`config.mk`:
```
export PLATFORM = sky130hd
export DESIGN_NAME = axis_sample_pacer
export DESIGN_NICKNAME = d
export VERILOG_FILES = /design/src/rtl/axis_sample_pacer.sv
export SDC_FILE = /design/constraint.sdc
export NUM_CORES = 1
export LEC_CHECK = 0
export BUFFER_PORTS_ARGS = -buffer_cell sky130_fd_sc_hd__buf_2
export CAP_MARGIN = 20
export CORE_ASPECT_RATIO = 0.8
export CORE_UTILIZATION = 30
export DETAILED_ROUTE_END_ITERATION = 12
export PLACE_DENSITY = 0.58
export SYNTH_ARGS = -nofsm -noshare
export SYNTH_HDL_FRONTEND = slang
export SYNTH_SLANG_ARGS = --single-unit
```
`constraint.sdc`:
```
create_clock -name clk -period 3.4 [get_ports clk]
set_clock_uncertainty 0.15 [all_clocks]
set_input_delay 0.17 -clock clk [delete_from_list [all_inputs] [get_ports clk]]
set_output_delay 0.17 -clock clk [all_outputs]
set_load 0.05 [all_outputs]
```
`src/rtl/axis_sample_pacer.sv`:
```
// AXI-Stream sample pacer: buffers producer samples in a FIFO and emits one beat per sample tick.
// Optional build macro AXIS_PACER_HOLD_LAST_EN re-issues the last sample on an underrun tick.
module axis_sample_pacer #(
    parameter int DATA_W = 32,
    parameter int CLK_HZ = 50_000_000,
    parameter int FS_HZ  = 500,
    parameter int DEPTH  = 16
) (
    input  logic                     clk,
    input  logic                     rst_n,
    input  logic                     enable,
    input  logic                     wr_en,
    input  logic [DATA_W-1:0]        wr_data,
    output logic                     full,
    output logic [$clog2(DEPTH):0]   level,
    output logic                     m_axis_tvalid,
    input  logic                     m_axis_tready,
    output logic [DATA_W-1:0]        m_axis_tdata,
    input  logic                     clear_flags,
    output logic                     overflow,
    output logic                     underrun,
    output logic                     missed
);

    localparam int DIV   = CLK_HZ / FS_HZ;
    localparam int CNT_W = $clog2(DIV);
    localparam int PTR_W = $clog2(DEPTH);
    localparam int LVL_W = PTR_W + 1;

    localparam logic [CNT_W-1:0] CNT_MAX   = CNT_W'(DIV - 1);
    localparam logic [LVL_W-1:0] LVL_FULL  = LVL_W'(DEPTH);
    localparam logic [LVL_W-1:0] LVL_EMPTY = LVL_W'(0);

    logic [CNT_W-1:0]  div_cnt_r;
    logic [PTR_W-1:0]  wr_ptr_r;
    logic [PTR_W-1:0]  rd_ptr_r;
    logic [LVL_W-1:0]  level_r;
    logic [LVL_W-1:0]  level_nxt_s;
    logic              full_r;
    logic              tvalid_r;
    logic              tvalid_nxt_s;
    logic [DATA_W-1:0] tdata_r;
    logic [DATA_W-1:0] tdata_nxt_s;
    logic              overflow_r;
    logic              underrun_r;
    logic              missed_r;
    logic [DATA_W-1:0] mem_r [DEPTH];

    logic tick_s;
    logic busy_s;
    logic xfer_s;
    logic push_s;
    logic pop_s;
    logic overflow_set_s;
    logic underrun_set_s;
    logic missed_set_s;
    logic reissue_s;

    assign tick_s = enable && (div_cnt_r == CNT_MAX);
    // A beat still waiting for the sink blocks the tick entirely.
    assign busy_s = tvalid_r && !m_axis_tready;
    assign xfer_s = tvalid_r && m_axis_tready;

    // Full comes from the registered level, so a same-cycle pop never frees room for a push.
    assign push_s         = wr_en && !full_r;
    assign overflow_set_s = wr_en && full_r;
    assign pop_s          = tick_s && !busy_s && (level_r != LVL_EMPTY);
    assign underrun_set_s = tick_s && !busy_s && (level_r == LVL_EMPTY);
    assign missed_set_s   = tick_s && busy_s;

`ifdef AXIS_PACER_HOLD_LAST_EN
    assign reissue_s = underrun_set_s;
`else
    assign reissue_s = 1'b0;
`endif

    // Next FIFO occupancy from push/pop pair.
    always_comb begin
        level_nxt_s = level_r;
        case ({push_s, pop_s})
            2'b10:   level_nxt_s = level_r + LVL_W'(1);
            2'b01:   level_nxt_s = level_r - LVL_W'(1);
            default: level_nxt_s = level_r;
        endcase
    end

    // Next output beat; tdata is held whenever no new sample is popped.
    always_comb begin
        tvalid_nxt_s = tvalid_r;
        tdata_nxt_s  = tdata_r;
        if (pop_s) begin
            tvalid_nxt_s = 1'b1;
            tdata_nxt_s  = mem_r[rd_ptr_r];
        end else if (reissue_s) begin
            tvalid_nxt_s = 1'b1;
            tdata_nxt_s  = tdata_r;
        end else if (xfer_s) begin
            tvalid_nxt_s = 1'b0;
            tdata_nxt_s  = tdata_r;
        end else begin
            tvalid_nxt_s = tvalid_r;
            tdata_nxt_s  = tdata_r;
        end
    end

    // Sample-rate divider, held at zero while disabled.
    always_ff @(posedge clk or negedge rst_n) begin
        if (!rst_n) begin
            div_cnt_r <= {CNT_W{1'b0}};
        end else if (!enable) begin
            div_cnt_r <= {CNT_W{1'b0}};
        end else if (div_cnt_r == CNT_MAX) begin
            div_cnt_r <= {CNT_W{1'b0}};
        end else begin
            div_cnt_r <= div_cnt_r + CNT_W'(1);
        end
    end

    // FIFO storage; contents need no reset since the pointers define validity.
    always_ff @(posedge clk) begin
        if (push_s) begin
            mem_r[wr_ptr_r] <= wr_data;
        end
    end

    // FIFO pointers and occupancy; pointers wrap naturally at the power-of-2 depth.
    always_ff @(posedge clk or negedge rst_n) begin
        if (!rst_n) begin
            wr_ptr_r <= {PTR_W{1'b0}};
            rd_ptr_r <= {PTR_W{1'b0}};
            level_r  <= {LVL_W{1'b0}};
            full_r   <= 1'b0;
        end else begin
            if (push_s) begin
                wr_ptr_r <= wr_ptr_r + PTR_W'(1);
            end
            if (pop_s) begin
                rd_ptr_r <= rd_ptr_r + PTR_W'(1);
            end
            level_r <= level_nxt_s;
            full_r  <= (level_nxt_s == LVL_FULL);
        end
    end

    // AXI-Stream output register.
    always_ff @(posedge clk or negedge rst_n) begin
        if (!rst_n) begin
            tvalid_r <= 1'b0;
            tdata_r  <= {DATA_W{1'b0}};
        end else begin
            tvalid_r <= tvalid_nxt_s;
            tdata_r  <= tdata_nxt_s;
        end
    end

    // Sticky flags; a set in the same cycle as clear_flags wins.
    always_ff @(posedge clk or negedge rst_n) begin
        if (!rst_n) begin
            overflow_r <= 1'b0;
            underrun_r <= 1'b0;
            missed_r   <= 1'b0;
        end else begin
            overflow_r <= overflow_set_s | (overflow_r & ~clear_flags);
            underrun_r <= underrun_set_s | (underrun_r & ~clear_flags);
            missed_r   <= missed_set_s   | (missed_r   & ~clear_flags);
        end
    end

    assign full          = full_r;
    assign level         = level_r;
    assign m_axis_tvalid = tvalid_r;
    assign m_axis_tdata  = tdata_r;
    assign overflow      = overflow_r;
    assign underrun      = underrun_r;
    assign missed        = missed_r;

endmodule
```
==> summary.txt <==
Critical path
  • Critical R2R Capture: underrun
  • CP startpoint kind: flip-flop
  • Worst Path Max Fanout: 3
  • Reg2Reg Depth: 19
  • Slowest CP cell: dfrtp_1
  • Worst reg-to-reg setup slack: 0.04 ns
  • Reg2reg start: div_cnt_r[8]
  • Crit Path Category: flip-flop to flip-flop
  • Worst EP arrival: 3.74 ns
  • Worst setup EP type: flip-flop
  • Largest stage delay on the critical path: 0.40 ns
  • Crit-path cells: nor4b_4, nand3_1, nor4bb_1, nand2_1, buf_4, buf_6, buf_4, buf_4, buf_4, buf_4, buf_4, buf_4, buf_4, buf_4, buf_4, buf_4, buf_4, buf_4, o22ai_2
  • CP required: 3.77 ns
  • Most numerous cell on the critical path: buf_4

Finish
  • Fillers: 6572
  • Fraction of layout cells with a size suffix above 1: 0.326
  • Layout Utilization: 0.370
  • Most common cell after layout, fill and taps aside: edfxtp_1
  • Most frequent cells in the layout: 512 x edfxtp_1, 128 x mux4_2, 78 x buf_2
  • Post-layout nets: 1295
  • Area grow syn2layout: 20.9%
  • Final std cells w/o fill: 2240

Logic synthesis
  • Compound-cell area share of the yosys netlist: 0.0259
  • Sequential-to-total area share from yosys stat: 0.769
  • Post-synthesis simple-gate area fraction: 0.0304
  • Avg Cell Area, Syn: 21.2 um2
  • Post-synthesis cell type count: 44
  • Top FF cell, synth: edfxtp_1
  • Syn_nets: 1093
  • Mapped Area: 22200 um2
  • Number of flops mapped to enable cells by yosys: 512
  • Main combinational cell family by area after synthesis: multiplexers
  • Mux cell area share after synthesis: 0.147
  • Syn. warnings: 0
  • XOR/XNOR Fraction of Synth Area: 0.0102
  • FFs w/ async S/R, synth: 0.116
  • Synth Area in Adders: 0.00508
  • #FFs+latches synth: 579
  • Post-Syn Instances: 1046

Die
  • Die X: 306 um
  • Die Y: 245 um
  • Total die area: 75000 um2
  • I/O pin cnt: 80
  • Core ar.: 72600 um2
  • Starting density of the core: 0.306
  • Num rows: 88

Detailed routing
  • Residual DRC: 0
  • WL final: 50.6 mm
  • First-pass detailed-route iteration total: 5
  • Per-cell routed wire length: 22.6 um
  • Starting DRC count in detailed routing: 994
  • Vias per Instance: 4.87
  • Via count: 10901
  • Post-DRT Antenna Nets: 0

Clock network
  • Deepest clock path buffer count: 3
  • Clk_lat worst skew: 0.61 ns
  • Clock sinks: 579
  • H-tree Lvls: 2
  • Num CTS Buffers: 57
  • CTS tree: built
  • Clock-pin transition on the worst setup and hold timing paths: 0.06 ns
  • Cell chosen for the clock root: clkbuf_16

Power
  • Combinational Power Share: 0.102
  • Sw frac: 0.240
  • Internal: 0.0127 W
  • Sequential power share: 0.518
  • Leak: 9.00 nW
  • Sw Pwr: 0.00402 W
  • Clock power share: 0.381
  • Worst vdd rail ir drop: 0.000425 V
  • Pwr dens: 625 nW/um2
  • Overall Power: 0.0168 W

STA
  • Fin. Hold Viols: 0
  • Worst slew margin: 0.506
  • RSZ-0062 raised after global routing: true
  • Tmin final: 3.36 ns
  • Slew @ Worst Pin: 0.739 ns
  • Achievable frequency: 297 MHz
  • Hold slack: 0.206 ns
  • Final Cycle Share: 0.989
  • Endpoints failing setup: 0
  • Fin Setup TNS: 0 ns
  • Max-slew violations: 0

Global route
  • Global-route wire length before repair: 75.1 mm
  • Total gr overflow: 0
  • Gr usage total: 0.136
  • Antenna violations before repair: 1
  • Pin count of the biggest net entering global routing: 40
  • Vias in the first global route: 11453

Status
  • Outcome: finished, final reports clean

Place
  • Port Buf Inserts: 79
  • Detail Placement HPWL: 27.6 mm
  • Cells after DPL: 2078
  • GP Congestion: 0.722

Job
  • Number of max-cap violations: 0

Hold path
  • Hold EP: overflow
  • Hold/Removal Path Class: input port to flip-flop
  • Hold Startpoint: wr_en
  • Hold path depth: 4
==> synthesized netlist by cell type (2+ instances only) <==
cell type / n / share of area
mux2_2: 17 / 0.0086
ha_1: 9 / 0.0051
nand2_1: 52 / 0.0088
o22ai_1: 2 / 0.00056
dfrtp_1: 67 / 0.076
and4_1: 2 / 0.00079
xnor2_1: 12 / 0.0047
buf_2: 13 / 0.0029
buf_1: 3 / 0.00051
a21oi_1: 6 / 0.0014
mux4_2: 128 / 0.13
nor3_1: 5 / 0.0011
a22oi_1: 64 / 0.022
and2_1: 3 / 0.00085
inv_1: 9 / 0.0015
nand3_1: 5 / 0.0011
xor2_1: 12 / 0.0047
clkbuf_1: 33 / 0.0056
mux2_1: 17 / 0.0086
o21ai_0: 6 / 0.0014
or3_1: 3 / 0.00085
edfxtp_1: 512 / 0.69
nand2b_1: 4 / 0.0011
nor2_1: 31 / 0.0052
and3_1: 4 / 0.0011
buf_6: 3 / 0.0015
nor2b_1: 5 / 0.0014
nand4_1: 3 / 0.00085
==> worst max-delay path, delay by kind of cell, from the launching register on <==
| family | cells | cell delay [ns] |
|---|---|---|
| AND/OR/NAND/NOR | 4 | 0.88 |
| AO/OA/AOI/OAI | 1 | 0.11 |
| buffers and inverters | 14 | 1.72 |
| flip-flops | 1 | 0.40 |
==> metrics by stage <==
step / setup WS [ns] / cell area [um2]
6_report: 0.0370 / 26800
5_1_grt: -0.185 / 26800
4_1_cts: 0.00259 / 26800
3_5_place_dp: -0.123 / 24400
3_3_place_gp: -0.0547 / 24400
2_1_floorplan: 0.00734 / 22200
==> logic make-up (layout without fill, tap and decap cells) <==
family,after synthesis,count (layout)
flip-flops,579,579
adder cells (fa/ha/maj),9,9
multiplexers,162,162
other,0,1
buffers and inverters,61,309
AND/OR/NAND/NOR,129,129
AO/OA/AOI/OAI,81,81
XOR/XNOR,25,25
==> flip-flops by register name, indices dropped and copies added, names as in the netlist <==
register       count
underrun           1
m_axis_tdata      32
rd_ptr_r           4
level              5
overflow           1
m_axis_tvalid      1
div_cnt_r         17
missed             1
mem_r            512
wr_ptr_r           4
full               1
==> worst max path at each step <==
stage                   from            end  slack (ns)
3_3_place_gp    div_cnt_r[8]           full       -0.05
6_report        div_cnt_r[8]       underrun        0.04
5_1_grt         div_cnt_r[8]           full       -0.18
2_1_floorplan  div_cnt_r[14]           full       0.007
4_1_cts         div_cnt_r[5]  m_axis_tvalid       0.003
3_5_place_dp   div_cnt_r[13]           full       -0.12
==> final cells by class <==
type	count	area, um2	area share
Timing Repair Buffer	195	1600	0.0595
Tap cell	945	1180	0.0441
Inverter	9	33.8	0.00126
Clock buffer	73	1500	0.0558
Clock inverter	32	382	0.0142
Antenna cell	1	2.50	0.0000933
Multi-Input combinational cell	406	5060	0.189
Sequential cell	579	17100	0.636
==> layer usage <==
layer	global-route usage	up-vias	wire, um
met2	0.222	302	24400
met5	0	-	0
li1	-	4713	-
met1	0.190	5818	22700
met4	0.0347	0	907
met3	0.0212	68	2640
==> repair_timing <==
item	4_1_cts	5_1_grt
setup buffers	17	2
endpoints found under the hold margin	598	0
pin swaps	12	9
gates resized for setup	7	2
endpoints found under the setup margin	1	5
hold buffers	39	0
==> power by group through the flow <==
stage | clock [W] | sequential [W] | combinational (W)
2_1_floorplan | 0 | 0.00886 | 0.000812
3_3_place_gp | 0 | 0.00879 | 0.00165
3_5_place_dp | 0 | 0.00883 | 0.00168
4_1_cts | 0.00652 | 0.00868 | 0.00174
5_1_grt | 0.00680 | 0.00873 | 0.00183
6_report | 0.00638 | 0.00868 | 0.00170
Note: power is estimated with default switching activity, not from simulation.
